$ cat config.mk
export PLATFORM = sky130hd
export DESIGN_NAME = shift_sequencer
export DESIGN_NICKNAME = d
export VERILOG_FILES = /design/src/rtl/shift_sequencer.sv
export SDC_FILE = /design/constraint.sdc
export NUM_CORES = 1
export LEC_CHECK = 0
export CORE_MARGIN = 2
export CORE_UTILIZATION = 54
export DETAILED_ROUTE_END_ITERATION = 8
export GPL_TIMING_DRIVEN = 1
export MAX_ROUTING_LAYER = met4
export PLACE_DENSITY = 0.82
export SYNTH_ARGS = -nofsm -noshare
export SYNTH_HDL_FRONTEND = slang
export SYNTH_SLANG_ARGS = --single-unit
$ cat constraint.sdc
create_clock -name clk_i -period 2.8 [get_ports clk_i]
set_clock_uncertainty 0.05 [all_clocks]
set_input_delay 0.84 -clock clk_i [delete_from_list [all_inputs] [get_ports clk_i]]
set_output_delay 0.84 -clock clk_i [all_outputs]
set_load 0.01 [all_outputs]
$ cat src/rtl/shift_sequencer.sv
// Multi-cycle shifter: steps the operand at most STEP positions per cycle behind a valid/ready pair.
// Define SHIFT_SEQ_ROTATE_EN to make op 2'b10 a rotate-left; otherwise it behaves as SLL.
module shift_sequencer #(
    parameter int DATA_WIDTH  = 32,
    parameter int SHIFT_WIDTH = 5,
    parameter int STEP        = 4
) (
    input  logic                   clk_i,
    input  logic                   rst_i,
    input  logic                   in_valid_i,
    output logic                   in_ready_o,
    input  logic [DATA_WIDTH-1:0]  data_i,
    input  logic [SHIFT_WIDTH-1:0] shift_value_i,
    input  logic [1:0]             op_i,
    output logic                   out_valid_o,
    input  logic                   out_ready_i,
    output logic [DATA_WIDTH-1:0]  data_o,
    output logic                   busy_o
);
    typedef enum logic [1:0] {IDLE, SHIFT, DONE} state_t;

    localparam logic [SHIFT_WIDTH-1:0] STEP_L = SHIFT_WIDTH'(STEP);

    state_t                 state_q, state_d;
    logic [DATA_WIDTH-1:0]  work_q, work_d, shifted;
    logic [SHIFT_WIDTH-1:0] rem_q, rem_d, step_amt;
    logic [1:0]             op_q, op_d;

    assign step_amt = (rem_q < STEP_L) ? rem_q : STEP_L;

    // One step of the shift; each step is exact, so steps compose into a shift by n.
    always_comb begin
        shifted = work_q << step_amt;
        case (op_q)
            2'b01:   shifted = work_q >> step_amt;
            2'b11:   shifted = $signed(work_q) >>> step_amt;
`ifdef SHIFT_SEQ_ROTATE_EN
            2'b10:   shifted = (work_q << step_amt) | (work_q >> (DATA_WIDTH - int'(step_amt)));
`endif
            default: shifted = work_q << step_amt;
        endcase
    end

    always_comb begin
        state_d = state_q;
        work_d  = work_q;
        rem_d   = rem_q;
        op_d    = op_q;
        case (state_q)
            IDLE: begin
                if (in_valid_i) begin
                    work_d  = data_i;
                    rem_d   = shift_value_i;
                    op_d    = op_i;
                    state_d = (shift_value_i == '0) ? DONE : SHIFT;
                end
            end
            SHIFT: begin
                work_d = shifted;
                rem_d  = rem_q - step_amt;
                if (rem_d == '0) state_d = DONE;
            end
            DONE: begin
                if (out_ready_i) state_d = IDLE;
            end
            default: state_d = IDLE;
        endcase
    end

    always_ff @(posedge clk_i) begin
        if (rst_i) begin
            state_q <= IDLE;
            work_q  <= '0;
            rem_q   <= '0;
            op_q    <= '0;
        end else begin
            state_q <= state_d;
            work_q  <= work_d;
            rem_q   <= rem_d;
            op_q    <= op_d;
        end
    end

    assign in_ready_o  = (state_q == IDLE);
    assign out_valid_o = (state_q == DONE);
    assign busy_o      = !in_ready_o;
    assign data_o      = work_q;
endmodule

==> impl_metrics.prom <==
# TYPE chip_impl_metric gauge
chip_impl_metric{name="synth-edff-count",unit=""} 0
chip_impl_metric{name="yosysWarningCount",unit=""} 0
chip_impl_metric{name="total_power",unit="mW"} 2.55
chip_impl_metric{name="total_leakage_power",unit="nW"} 1.82
chip_impl_metric{name="die_h",unit="µm"} 92.0
chip_impl_metric{name="detailed_place.area",unit="µm²"} 5090
chip_impl_metric{name="setup_viol",unit=""} 0
chip_impl_info{name="post-synth-top-area-cell",value="dfxtp_1"} 1
chip_impl_metric{name="remaining_global_route_overflow",unit=""} 0
chip_impl_metric{name="post-route-cell-area",unit="µm²"} 5180
chip_impl_metric{name="met1_usage",unit="%"} 51.1
chip_impl_metric{name="drive_above_1_share",unit="%"} 10.2
chip_impl_metric{name="gpl.final_weighted_congestion",unit=""} 0.966
chip_impl_metric{name="p_sw_share",unit="%"} 45.4
chip_impl_metric{name="synth_compound_gate_area_share",unit="%"} 32.7
chip_impl_metric{name="ys_async_sr_fraction",unit="%"} 0
chip_impl_metric{name="synth_simple_gate_area_share",unit="%"} 23.4
chip_impl_metric{name="arrival",unit="ns"} 1.61
chip_impl_metric{name="post_synth_mux_area_share",unit="%"} 15.7
chip_impl_metric{name="synth_nets",unit=""} 635
chip_impl_metric{name="std_cell_rows",unit=""} 32
chip_impl_metric{name="synth_xor_xnor_area_share",unit="%"} 0
chip_impl_metric{name="first_iteration_detailed_routing_drc_count",unit=""} 681
chip_impl_metric{name="number_of_antenna_violations_at_the_first_check_in_global_routing",unit=""} 0
chip_impl_metric{name="post-dp-hpwl",unit="µm"} 11300
chip_impl_info{name="combinational_family_with_the_most_area_after_synthesis",value="compound AO/OA/AOI/OAI gates"} 1
chip_impl_metric{name="max-cap-violations",unit=""} 0
chip_impl_info{name="yosys.cell_count.top_type",value="nand2_1"} 1
chip_impl_info{name="yosys-top-cells-area",value="dfxtp_1 20%, mux2i_1 10%, nand2_1 8.1%"} 1
chip_impl_metric{name="ys_seq_elements",unit=""} 41
chip_impl_info{name="globalRoute.busiestLayer",value="met2"} 1
chip_impl_info{name="timing_worst_setup_path_type",value="flop to primary output"} 1
chip_impl_metric{name="first_pass_iters",unit=""} 5
chip_impl_metric{name="intPower",unit="mW"} 1.40
chip_impl_metric{name="start_util",unit="%"} 54.9
chip_impl_metric{name="syn_to_final_growth",unit="%"} 24.0
chip_impl_metric{name="nFillCells",unit=""} 691
chip_impl_metric{name="antenna_violating_nets_post_route",unit=""} 0
chip_impl_metric{name="cts.sinks",unit=""} 41
chip_impl_info{name="rsz0062_at_grt",value="no"} 1
chip_impl_metric{name="layout_min_cycle_time",unit="ns"} 2.50
chip_impl_info{name="synth_ff_type",value="dfxtp_1"} 1
chip_impl_metric{name="globalRouteMet3Util",unit="%"} 6.16
chip_impl_info{name="cts_root_buf",value="clkbuf_8"} 1
chip_impl_metric{name="critical_path_peak_fanout",unit=""} 6
chip_impl_metric{name="routed_wire_length_per_instance",unit="µm"} 21.7
chip_impl_metric{name="top_level_ports",unit=""} 78
chip_impl_metric{name="synth_area_per_cell",unit="µm²"} 7.07
chip_impl_metric{name="number_of_global_route_vias_before_repair",unit=""} 5142
chip_impl_metric{name="syn_inst",unit=""} 591
chip_impl_metric{name="track_usage",unit="%"} 39.3
chip_impl_metric{name="synth.cell_area",unit="µm²"} 4180
chip_impl_metric{name="drv_slew",unit=""} 0
chip_impl_info{name="min-delay-path-class",value="flop to flop"} 1
chip_impl_metric{name="antenna_cells_inserted",unit=""} 0
chip_impl_metric{name="buffer_ports.inserted",unit=""} 77
chip_impl_info{name="worst_setup_path_start_kind",value="flop"} 1
chip_impl_metric{name="layout.nets",unit=""} 688
chip_impl_metric{name="finalSetupTns",unit="ns"} 0
chip_impl_metric{name="grt_pass1_wl",unit="µm"} 26100
chip_impl_metric{name="drt-vias-per-instance",unit=""} 7.07
chip_impl_metric{name="cts.path.max_buffers",unit=""} 2
chip_impl_metric{name="grt_max_degree",unit=""} 35
chip_impl_metric{name="switching_power",unit="mW"} 1.16
chip_impl_metric{name="seq_total_area_yosys",unit="%"} 19.6
chip_impl_metric{name="drc_errors",unit=""} 0
chip_impl_info{name="outcome",value="completed"} 1
chip_impl_metric{name="number_of_buffers_inserted_during_clock_tree_synthesis",unit=""} 5
chip_impl_info{name="tritoncts",value="done"} 1
chip_impl_metric{name="worst-endpoint-required",unit="ns"} 1.91
chip_impl_metric{name="fp.dieArea",unit="µm²"} 8460
chip_impl_metric{name="width_of_the_die",unit="µm"} 92.0
chip_impl_metric{name="areal_power_density_over_the_cells",unit="nW/µm²"} 493
chip_impl_metric{name="max_slew.worst_pin.slew",unit="ns"} 0.590
chip_impl_metric{name="power_frac_clock",unit="%"} 16.6
chip_impl_metric{name="maximum_clock_frequency",unit="MHz"} 399
chip_impl_metric{name="synthDominantCellAreaShare",unit="%"} 19.6
chip_impl_info{name="most_instantiated_cells_after_synthesis",value="90 x nand2_1, 43 x mux2i_1, 43 x o21ai_0"} 1
chip_impl_metric{name="power.combinational.fraction",unit="%"} 50.4
chip_impl_metric{name="setup_fix_buffers_added_after_clock_tree_synthesis",unit=""} 0
chip_impl_metric{name="ir_worst_vdd",unit="V"} 0.000276
chip_impl_metric{name="post_cts_hold_buffer_count",unit=""} 0
chip_impl_metric{name="routed_wire_length",unit="µm"} 16200
chip_impl_metric{name="use_met2",unit="%"} 60.4
chip_impl_metric{name="slew-limit-headroom",unit="%"} 60.5
chip_impl_metric{name="worst_skew_pair.late_latency",unit="ns"} 0.31
chip_impl_metric{name="synth_cell_type_count",unit=""} 60
chip_impl_metric{name="via_count",unit=""} 5280
chip_impl_metric{name="ctsHtreeMaxLevel",unit=""} 2
chip_impl_metric{name="clkTransAtPathRegs",unit="ns"} 0.10
chip_impl_metric{name="ctsResizeCount",unit=""} 0
chip_impl_metric{name="synthAdderAreaFrac",unit="%"} 0.299
chip_impl_info{name="setup.worst_path.end_class",value="primary output"} 1
chip_impl_metric{name="floorplan.core_area",unit="µm²"} 7610
chip_impl_metric{name="seq_power_share",unit="%"} 33.1
chip_impl_metric{name="layout_worst_path_cycle_share",unit="%"} 89.4
chip_impl_metric{name="finalHoldViolCount",unit=""} 0
==> worst max-delay path, stage by stage, from the launching register on <==
cell,delay [ns]
dfxtp_1,0.35
nor2_1,0.34
clkdlybuf4s50_1,0.62
==> cell usage in the layout (no fill, tap or decap), types with 8 or more instances in the layout <==
cell type	n
nand3_1	23
buf_4	36
nor2b_1	9
a21oi_1	41
o21ai_1	10
a221oi_1	14
o211ai_1	9
nor2_1	26
a31oi_1	17
mux2i_1	43
nor4_1	8
clkdlybuf4s50_1	77
inv_1	13
nand2_1	90
a211oi_1	21
dfxtp_1	40
nor3_1	15
o21ai_0	43
==> stage by stage <==
step / cells / util, % / setup slack, ns / hold slack (ns)
after floorplan: 591 / - / 0.460 / 0.425
after global placement: 739 / 67.0 / 0.326 / 0.449
after detailed placement: 739 / 67.0 / 0.225 / 0.454
after CTS: 747 / 68.1 / 0.276 / 0.467
after global routing: 747 / 68.1 / 0.166 / 0.509
final: 747 / 68.1 / 0.295 / 0.469
==> layout make-up <==
type                       count  area (µm²)  share of cell area, %
multi-input combinational    469        3030                   58.6
timing repair buffer         114        1060                   20.5
sequential                    41         822                   15.9
tap                          102         128                   2.46
clock buffer                   5        68.8                   1.33
inverter                      13        48.8                  0.942
clock inverter                 3        17.5                  0.338
==> state kept, by name (all words and copies together) (netlist names) <==
name and count:
data_o 32, op_q 2, state_q 2, rem_q 5
==> path summary, 6_finish.rpt <==
kind	start	end	slack, ns	cells after the start
max	state_q[0]	in_ready_o	0.30	2
min	op_q[1]	op_q[1]	0.47	2
max reg2reg	rem_q[4]	data_o[30]	0.34	4
min reg2reg	op_q[1]	op_q[1]	0.47	2
==> cells by family after synthesis <==
family,Yosys count
AOI/OAI and AO/OA,207
adders and majority gates,1
buffers and inverters,81
DFF,41
muxes,56
other,1
and+or+nand+nor,204
==> power by group through the flow <==
stage	Sequential, mW	Clock [mW]	Combinational, mW
3_5_place_dp	0.847	0	1.25
2_1_floorplan	0.788	0	0.789
6_report	0.844	0.424	1.29
3_3_place_gp	0.845	0	1.22
4_1_cts	0.833	0.424	1.25
5_1_grt	0.856	0.440	1.38
==> per-layer routing <==
| metal | share of wire, % | wire, µm | up-vias |
|---|---|---|---|
| met4 | 4.0 | 646 | 0 |
| met3 | 11 | 1840 | 83 |
| met5 | 0 | 0 | - |
| met1 | 39 | 6370 | 2447 |
| li1 | - | - | 2330 |
| met2 | 45 | 7340 | 420 |
Power figures use the tool's default switching activity.
